## src/rtl/stage_4.sv

```systemverilog
// stage_4: RV32I memory-access stage, loads/stores over a single-outstanding req/ack bus.
//   in : clk, rst_n, i_valid, i_alu_out, i_rs_2, i_rd_num, i_opcode, i_func_3, i_op_type,
//        mem_ack, mem_rdata
//   out: o_stall, mem_req, mem_we, mem_addr, mem_wdata, mem_be,
//        wb_valid, wb_we, wb_rd_num, wb_data, o_align_err, o_bus_err
module stage_4 #(
  parameter int MAX_WAIT = 255
) (
  input  logic        clk,
  input  logic        rst_n,
  input  logic        i_valid,
  input  logic [31:0] i_alu_out,
  input  logic [31:0] i_rs_2,
  input  logic [4:0]  i_rd_num,
  input  logic [6:0]  i_opcode,
  input  logic [2:0]  i_func_3,
  input  logic        i_op_type,
  output logic        o_stall,
  output logic        mem_req,
  output logic        mem_we,
  output logic [31:0] mem_addr,
  output logic [31:0] mem_wdata,
  output logic [3:0]  mem_be,
  input  logic        mem_ack,
  input  logic [31:0] mem_rdata,
  output logic        wb_valid,
  output logic        wb_we,
  output logic [4:0]  wb_rd_num,
  output logic [31:0] wb_data,
  output logic        o_align_err,
  output logic        o_bus_err
);
  localparam logic [6:0] STORE = 7'b0100011;
  localparam logic [6:0] BRANCH = 7'b1100011;
  typedef enum logic {IDLE, BUS} state_t;
  state_t      state_q, state_d;
  logic [7:0]  cnt_q;
  logic        we_q;
  logic [31:0] addr_q, wdata_q;
  logic [3:0]  be_q;
  logic [4:0]  rd_q;
  logic [2:0]  f3_q;
  logic [1:0]  lo_q;
  logic        wb_valid_q, wb_we_q, align_q, bus_err_q;
  logic [4:0]  wb_rd_q;
  logic [31:0] wb_data_q;
  logic        accept, is_st, illegal, go_bus, done, timeout, alu_we;
  logic [1:0]  sz;
  logic [3:0]  be_d;
  logic [31:0] wdata_d, sh, ld_d;
  assign accept  = i_valid && state_q == IDLE;
  assign is_st   = i_opcode == STORE;
  assign sz      = i_func_3[1:0];
  assign illegal = sz == 2'b11 || (is_st && i_func_3[2]) || (sz == 2'b01 && i_alu_out[0])
                   || (sz == 2'b10 && i_alu_out[1:0] != 2'b00);
  assign go_bus  = accept && i_op_type && !illegal;
  assign done    = state_q == BUS && mem_ack;
  // Abort on the edge that would make the request MAX_WAIT cycles long.
  assign timeout = state_q == BUS && !mem_ack && cnt_q == 8'(MAX_WAIT - 1);
  assign alu_we  = i_rd_num != 5'd0 && i_opcode != STORE && i_opcode != BRANCH;
  always_comb begin
    state_d = go_bus ? BUS : (done || timeout) ? IDLE : state_q;
  end
  always_comb begin
    mem_req = state_q == BUS;
    o_stall = state_q == BUS;
  end
  always_comb begin
    be_d    = sz == 2'b00 ? 4'b0001 << i_alu_out[1:0] : sz == 2'b01 ? (i_alu_out[1] ? 4'b1100 : 4'b0011) : 4'b1111;
    wdata_d = sz == 2'b00 ? {4{i_rs_2[7:0]}} : sz == 2'b01 ? {2{i_rs_2[15:0]}} : i_rs_2;
    sh      = mem_rdata >> {lo_q, 3'b000};
    ld_d    = f3_q[1] ? mem_rdata
            : f3_q[0] ? {{16{~f3_q[2] & sh[15]}}, sh[15:0]}
            : {{24{~f3_q[2] & sh[7]}}, sh[7:0]};
  end
  always_ff @(posedge clk or negedge rst_n) begin
    if (!rst_n) begin
      state_q    <= IDLE;
      cnt_q      <= '0;
      we_q       <= 1'b0;
      addr_q     <= '0;
      wdata_q    <= '0;
      be_q       <= '0;
      rd_q       <= '0;
      f3_q       <= '0;
      lo_q       <= '0;
      wb_valid_q <= 1'b0;
      wb_we_q    <= 1'b0;
      wb_rd_q    <= '0;
      wb_data_q  <= '0;
      align_q    <= 1'b0;
      bus_err_q  <= 1'b0;
    end else begin
      state_q    <= state_d;
      cnt_q      <= go_bus ? 8'd0 : state_q == BUS ? cnt_q + 8'd1 : cnt_q;
      wb_valid_q <= (accept && !i_op_type) || done;
      wb_we_q    <= (accept && !i_op_type) ? alu_we : done ? (!we_q && rd_q != 5'd0) : 1'b0;
      align_q    <= accept && i_op_type && illegal;
      bus_err_q  <= timeout;
      if (accept && !i_op_type) begin
        wb_rd_q   <= i_rd_num;
        wb_data_q <= i_alu_out;
      end
      if (done) begin
        wb_rd_q   <= rd_q;
        wb_data_q <= we_q ? 32'd0 : ld_d;
      end
      if (go_bus) begin
        addr_q  <= {i_alu_out[31:2], 2'b00};
        we_q    <= is_st;
        be_q    <= be_d;
        wdata_q <= is_st ? wdata_d : 32'd0;
        rd_q    <= i_rd_num;
        f3_q    <= i_func_3;
        lo_q    <= i_alu_out[1:0];
      end
    end
  end
  assign mem_we      = we_q;
  assign mem_addr    = addr_q;
  assign mem_wdata   = wdata_q;
  assign mem_be      = be_q;
  assign wb_valid    = wb_valid_q;
  assign wb_we       = wb_we_q;
  assign wb_rd_num   = wb_rd_q;
  assign wb_data     = wb_data_q;
  assign o_align_err = align_q;
  assign o_bus_err   = bus_err_q;
endmodule

```

## config.mk

```make
export PLATFORM = sky130hd
export DESIGN_NAME = stage_4
export DESIGN_NICKNAME = d
export VERILOG_FILES = /design/src/rtl/stage_4.sv
export SDC_FILE = /design/constraint.sdc
export NUM_CORES = 1
export LEC_CHECK = 0
export CAP_MARGIN = 30
export CORE_ASPECT_RATIO = 1.25
export CORE_MARGIN = 2
export CORE_UTILIZATION = 45
export CTS_CLUSTER_DIAMETER = 30
export DETAILED_ROUTE_END_ITERATION = 7
export PLACE_DENSITY = 0.82
export SYNTH_ARGS = -nofsm -noshare
export SYNTH_HDL_FRONTEND = slang
export SYNTH_SLANG_ARGS = --single-unit
```

## constraint.sdc

```tcl
create_clock -name clk -period 2.31 [get_ports clk]
set_input_delay 0.693 -clock clk [delete_from_list [all_inputs] [get_ports clk]]
set_output_delay 0.693 -clock clk [all_outputs]
set_load 0.005 [all_outputs]
```

After elaboration in Yosys (flattened, before gate mapping)
Index checks and enable logic that the tools add are counted.
{ "op_classes": {"add_sub_neg": 1, "mul": 0, "div": 0, "magnitude_cmp": 0, "n_eq_ne": 7, "n_shift": 2, "muxes": 19, "bitwise": 4, "reduce_logical": 30} }
{ "ops": {"columns": ["op", "count"], "rows": [
  ["32-bit two-way mux", 8],
  ["32-bit by 5-bit >> shifter with 16-bit output", 1],
  ["8-bit two-way mux", 2],
  ["1-bit logical AND", 14],
  ["4-bit two-way mux", 3],
  ["5-bit two-way mux", 2],
  ["5-bit nonzero test", 2],
  ["8-bit by 1-bit adder with 8-bit output, second input constant", 1],
  ["8-bit equality test, second input constant", 1],
  ["2-bit nonzero test", 4],
  ["7-bit by 6-bit equality test with 1-bit output, second input constant", 1],
  ["7-bit by 6-bit != test with 1-bit output, second input constant", 1],
  ["7-bit != test, second input constant", 1],
  ["1-bit logical OR", 5],
  ["2-bit equality test, second input constant", 2],
  ["1-bit logical NOT", 4],
  ["1-bit two-way mux", 4],
  ["1-bit by 2-bit left shift with 4-bit output, first input constant", 1],
  ["1-bit bitwise AND", 2],
  ["2-bit by 1-bit equality test with 1-bit output, second input constant", 1],
  ["2-bit logical NOT", 1],
  ["1-bit inverter", 2]
]} }
{ "totals": {"regBits": 127, "latchBits": 0, "ram_bits": 0, "romBits": 0, "input_bits": 116, "wordCells": 78, "mem_count": 0} }

Depth between registers and ports, before layout
{ "logic_depth": {"word_depth": 8, "mapped_depth": 7, "mapped_depth_nobuf": 5} }

Worst setup path after synthesis
No wires, ideal clock.
{ "synth_path": {"path_kind": "input to register", "start": "input i_opcode[4]", "end": "register f3_q[0]", "t_arrival_ps": 2054, "required_time_ps": 2185, "setup_slack_ps": 131, "stages": 6, "n_path_buf": 2, "cell_sequence": "nand4b_1 -> nor4_1 -> a21o_1 -> buf_2 -> buf_2 -> mux2_2"} }
{ "synth_via": {"elab_chain_cells": 7} }
{ "synth_rtl": {"columns": ["item", "line", "rtl"], "rows": [
  ["start, declared", "15", "input logic [6:0] i_opcode,"],
  ["7-bit by 6-bit equality test with 1-bit output", "52", "assign is_st = i_opcode == STORE;"],
  ["1-bit logical AND", "54", "assign illegal = sz == 2'b11 || (is_st && i_func_3[2]) || (sz == 2'b01 && i_alu_out[0])"],
  ["1-bit logical OR (2 in a row)", "54", null],
  ["1-bit logical OR", "55", "|| (sz == 2'b10 && i_alu_out[1:0] != 2'b00);"],
  ["1-bit logical NOT", "56", "assign go_bus = accept && i_op_type && !illegal;"],
  ["1-bit logical AND", "56", null],
  ["end signal, assigned", "114", "f3_q <= i_func_3;"],
  ["end, declared", "42", "logic [2:0] f3_q;"]
]} }
Every way passes these cells.
A chain may end at the register's enable or synchronous reset.

Worst setup path in the final report
{ "layout_path": {"start": "input i_valid", "end": "register wdata_q[14] (netlist: mem_wdata[14])"} }
{ "layout_via": {"elab_chain_cells": 3} }
{ "layout_rtl": {"columns": ["item", "line", "rtl"], "rows": [
  ["start, declared", "11", "input logic i_valid,"],
  ["1-bit logical AND", "51", "assign accept = i_valid && state_q == IDLE;"],
  ["1-bit logical AND (2 in a row)", "56", null],
  ["end signal, assigned", "112", "wdata_q <= is_st ? wdata_d : 32'd0;"],
  ["end, declared", "39", "logic [31:0] addr_q, wdata_q;"]
]} }
Every way passes these cells.

==> results.md <==
- Die ar.: 14500 um2
- Clock latency on the worst-skew pair: 410 ps
- WP data required: 2630 ps
- Initial antenna violation count: 0
- Final Cycle Share: 98.3%
- Global-route wire length before repair: 30.3 mm
- Commonest register cell after synthesis: dfrtp_1
- Most common cell after layout, fill and taps aside: clkdlybuf4s50_1
- Cells after synthesis: 550
- Fin util: 70.8%
- I/O Pins: 228
- Clock sink total: 127
- Drt first-iter violations: 325
- Die width: 108 um
- Reg area: 3180 um2
- Clk slew on worst S/H paths: 50 ps
- Max VDD drop: 477 uV
- WL per Instance: 20.3 um
- Fillers: 913
- 1st-pass router iterations: 7
- Most frequent cells in the layout: clkdlybuf4s50_1, dfrtp_1, o21ai_0, nand2_1, nor2_1
- GRT overflow: 0
- Mux share of post-synthesis cell area: 15.3%
- Status: finished clean
- H-Tree Depth: 4
- Post-DP HPWL: 14.5 mm
- Final Net Count: 913
- DP Cell Count: 945
- Seq/Total Area, Yosys: 52.0%
- XOR/XNOR Fraction of Synth Area: 1.15%
- Die Ht: 134 um
- Fin. max-slew vios: 0
- Total track usage: 27.3%
- EDFF count, synth: 0
- Asr flop ratio synth: 100%
- Final ANT Viol Nets: 0
- Syn Area/Cell: 11.1 um2
- Slew @ Worst Pin: 865 ps
- RSZ-0062 raised after global routing: no
- Setup crit end kind: flop
- Row count: 47
- Placer congestion estimate: 0.928
- Mapped Area: 6110 um2
- Largest family of logic cells by synthesized area: compound AO/OA/AOI/OAI gates
- Inserted Clock Buffers: 17
- Leakage power: 4.00 nW
- Clk buf depth: 2
- Core area: 13200 um2
- Crit path DAT: 2590 ps
- Compound-Gate Fraction of Synth Area: 17.2%
- Unique masters post-synth: 52
- Dpl cell area: 8750 um2
- Post-Layout Cell Count: 977
- Final setup margin: 39.9 ps
- Worst-path maximum fanout: 8
- Startpoint Class: primary input
- Slew HR: 42.1%
- Max-Cap Viols: 0
- Clock Skews: 10.3 ps
- Hold Buf Count CTS: 0
- Vias in the first global route: 5659
- Final Hold Vio Count: 0
- Initial Util: 46.2%
- Vias per inst: 5.77
- Multi-input gate area: 2730 um2
- Synth Area in Simple Gates: 9.89%
- Pwr per Cell Area: 819 nW/um2
- # DRC: 0
- Total power: 7.67 mW
- Input/output buffers: 225
- Share of cells above drive strength 1: 16.5%
- Critical path type: in2reg
- CTS tree: built
- Root buf cell: clkbuf_16
- Seq cells post-synth: 127
- Adder-cell area share of the yosys netlist: 0.409%
- Ant. Diodes: 0
- Largest net degree at the start of global routing: 80
- Fmax: 441 MHz
- DR vias: 5641
- Cell area after layout: 9370 um2
- Worst min-delay path category: in2async
- Synth-to-layout area growth: 53.3%
- Final setup violation count: 0
- Pre-CTS WS: -391 ps
- Final critical-path required period: 2270 ps
- Final wirelength: 19.9 mm
- Synth warnings: 0
synthesized netlist by cell type, drive strengths merged, types with 2 or more instances:
cell type / count / area [um2]
dfrtp: 127 / 3180
o21ai: 58 / 290
nand2: 49 / 184
nor2: 47 / 176
mux2: 44 / 495
mux2i: 42 / 420
a31oi: 22 / 138
buf: 20 / 136
clkbuf: 20 / 75.1
a22o: 16 / 140
o2bb2ai: 16 / 215
nor3: 9 / 45.0
inv: 8 / 30.0
a221o: 7 / 70.1
a211oi: 5 / 37.5
a21oi: 5 / 25.0
nand4: 5 / 31.3
o22a: 5 / 43.8
xnor2: 5 / 43.8
nand2b: 4 / 25.0
nand4b: 3 / 26.3
nor2b: 3 / 18.8
nor4: 3 / 25.0
or4: 3 / 26.3
xor2: 3 / 26.3
a211o: 2 / 17.5
a21o: 2 / 15.0
ha: 2 / 25.0
final cells by class:
type / instances / share of cell area [%]
clock buffers: 19 / 4.73
clock inverters: 11 / 1.52
inverters: 8 / 0.321
multi-input cells: 377 / 29.1
flip-flops and latches: 127 / 33.9
well taps: 171 / 2.28
repair buffers: 264 / 28.1
cells by family (layout without fill, tap and decap cells):
logic type	Yosys count	count (layout)
fa+ha+maj	2	2
other cells	1	2
buf+inv	48	302
mux	87	87
simple gates	132	133
compound gates	145	145
flops	127	127
xor+xnor	8	8
per-stage QoR:
stage / hold WS [ps] / setup TNS, ps
after CTS: 66.5 / 0
after global routing: 63.6 / 0
after global placement: 487 / -14120
after detailed placement: 482 / -26230
after floorplan: 397 / 0
final: 83.6 / 0
registers in the layout, summed over array words and instances, names as in the netlist:
name         flops
wb_data         32
mem_be           4
mem_wdata       32
o_bus_err        1
wb_we            1
wb_valid         1
lo_q             2
cnt_q            8
mem_we           1
wb_rd_num        5
f3_q             3
rd_q             5
mem_req          1
o_align_err      1
mem_addr        30
worst max-delay path, stage by stage:
cell and delay, ps:
clkdlybuf4s50_1 500, nor2b_1 200, nand4_1 310, or4_4 670, o2bb2ai_1 210
timing repair:
item	4_1_cts	5_1_grt
buffers inserted	0	1
resized for setup	0	6
setup endpoints to repair	0	56
where the power goes:
group / total [mW] / leakage [nW] / internal (mW) / switching [mW]
logic: 2.07 / 2.13 / 1.25 / 0.818
clock network: 2.66 / 0.284 / 1.71 / 0.950
registers: 2.95 / 1.58 / 2.65 / 0.302
per-layer routing:
| layer | track usage [%] | vias up | wire (um) |
|---|---|---|---|
| met5 | 0 | - | 0 |
| met4 | 12.7 | 0 | 871 |
| met1 | 32.6 | 2695 | 7260 |
| met3 | 6.85 | 70 | 1930 |
| met2 | 46.1 | 378 | 9800 |
| li1 | - | 2498 | - |
worst paths after layout:
kind	start	cells past startpoint	slack, ps	to
min in group clk	mem_addr[31]	1	500	mem_addr[31]
worst min-delay path	rst_n	1	80	mem_addr[21]
max in group asynchronous	rst_n	2	1620	mem_wdata[19]
worst max-delay path	i_valid	5	40	mem_wdata[14]
worst min register to register	mem_addr[31]	1	500	mem_addr[31]
worst max register to register	mem_req	4	360	mem_wdata[14]
No activity file was read; power rests on OpenSTA's default activity.
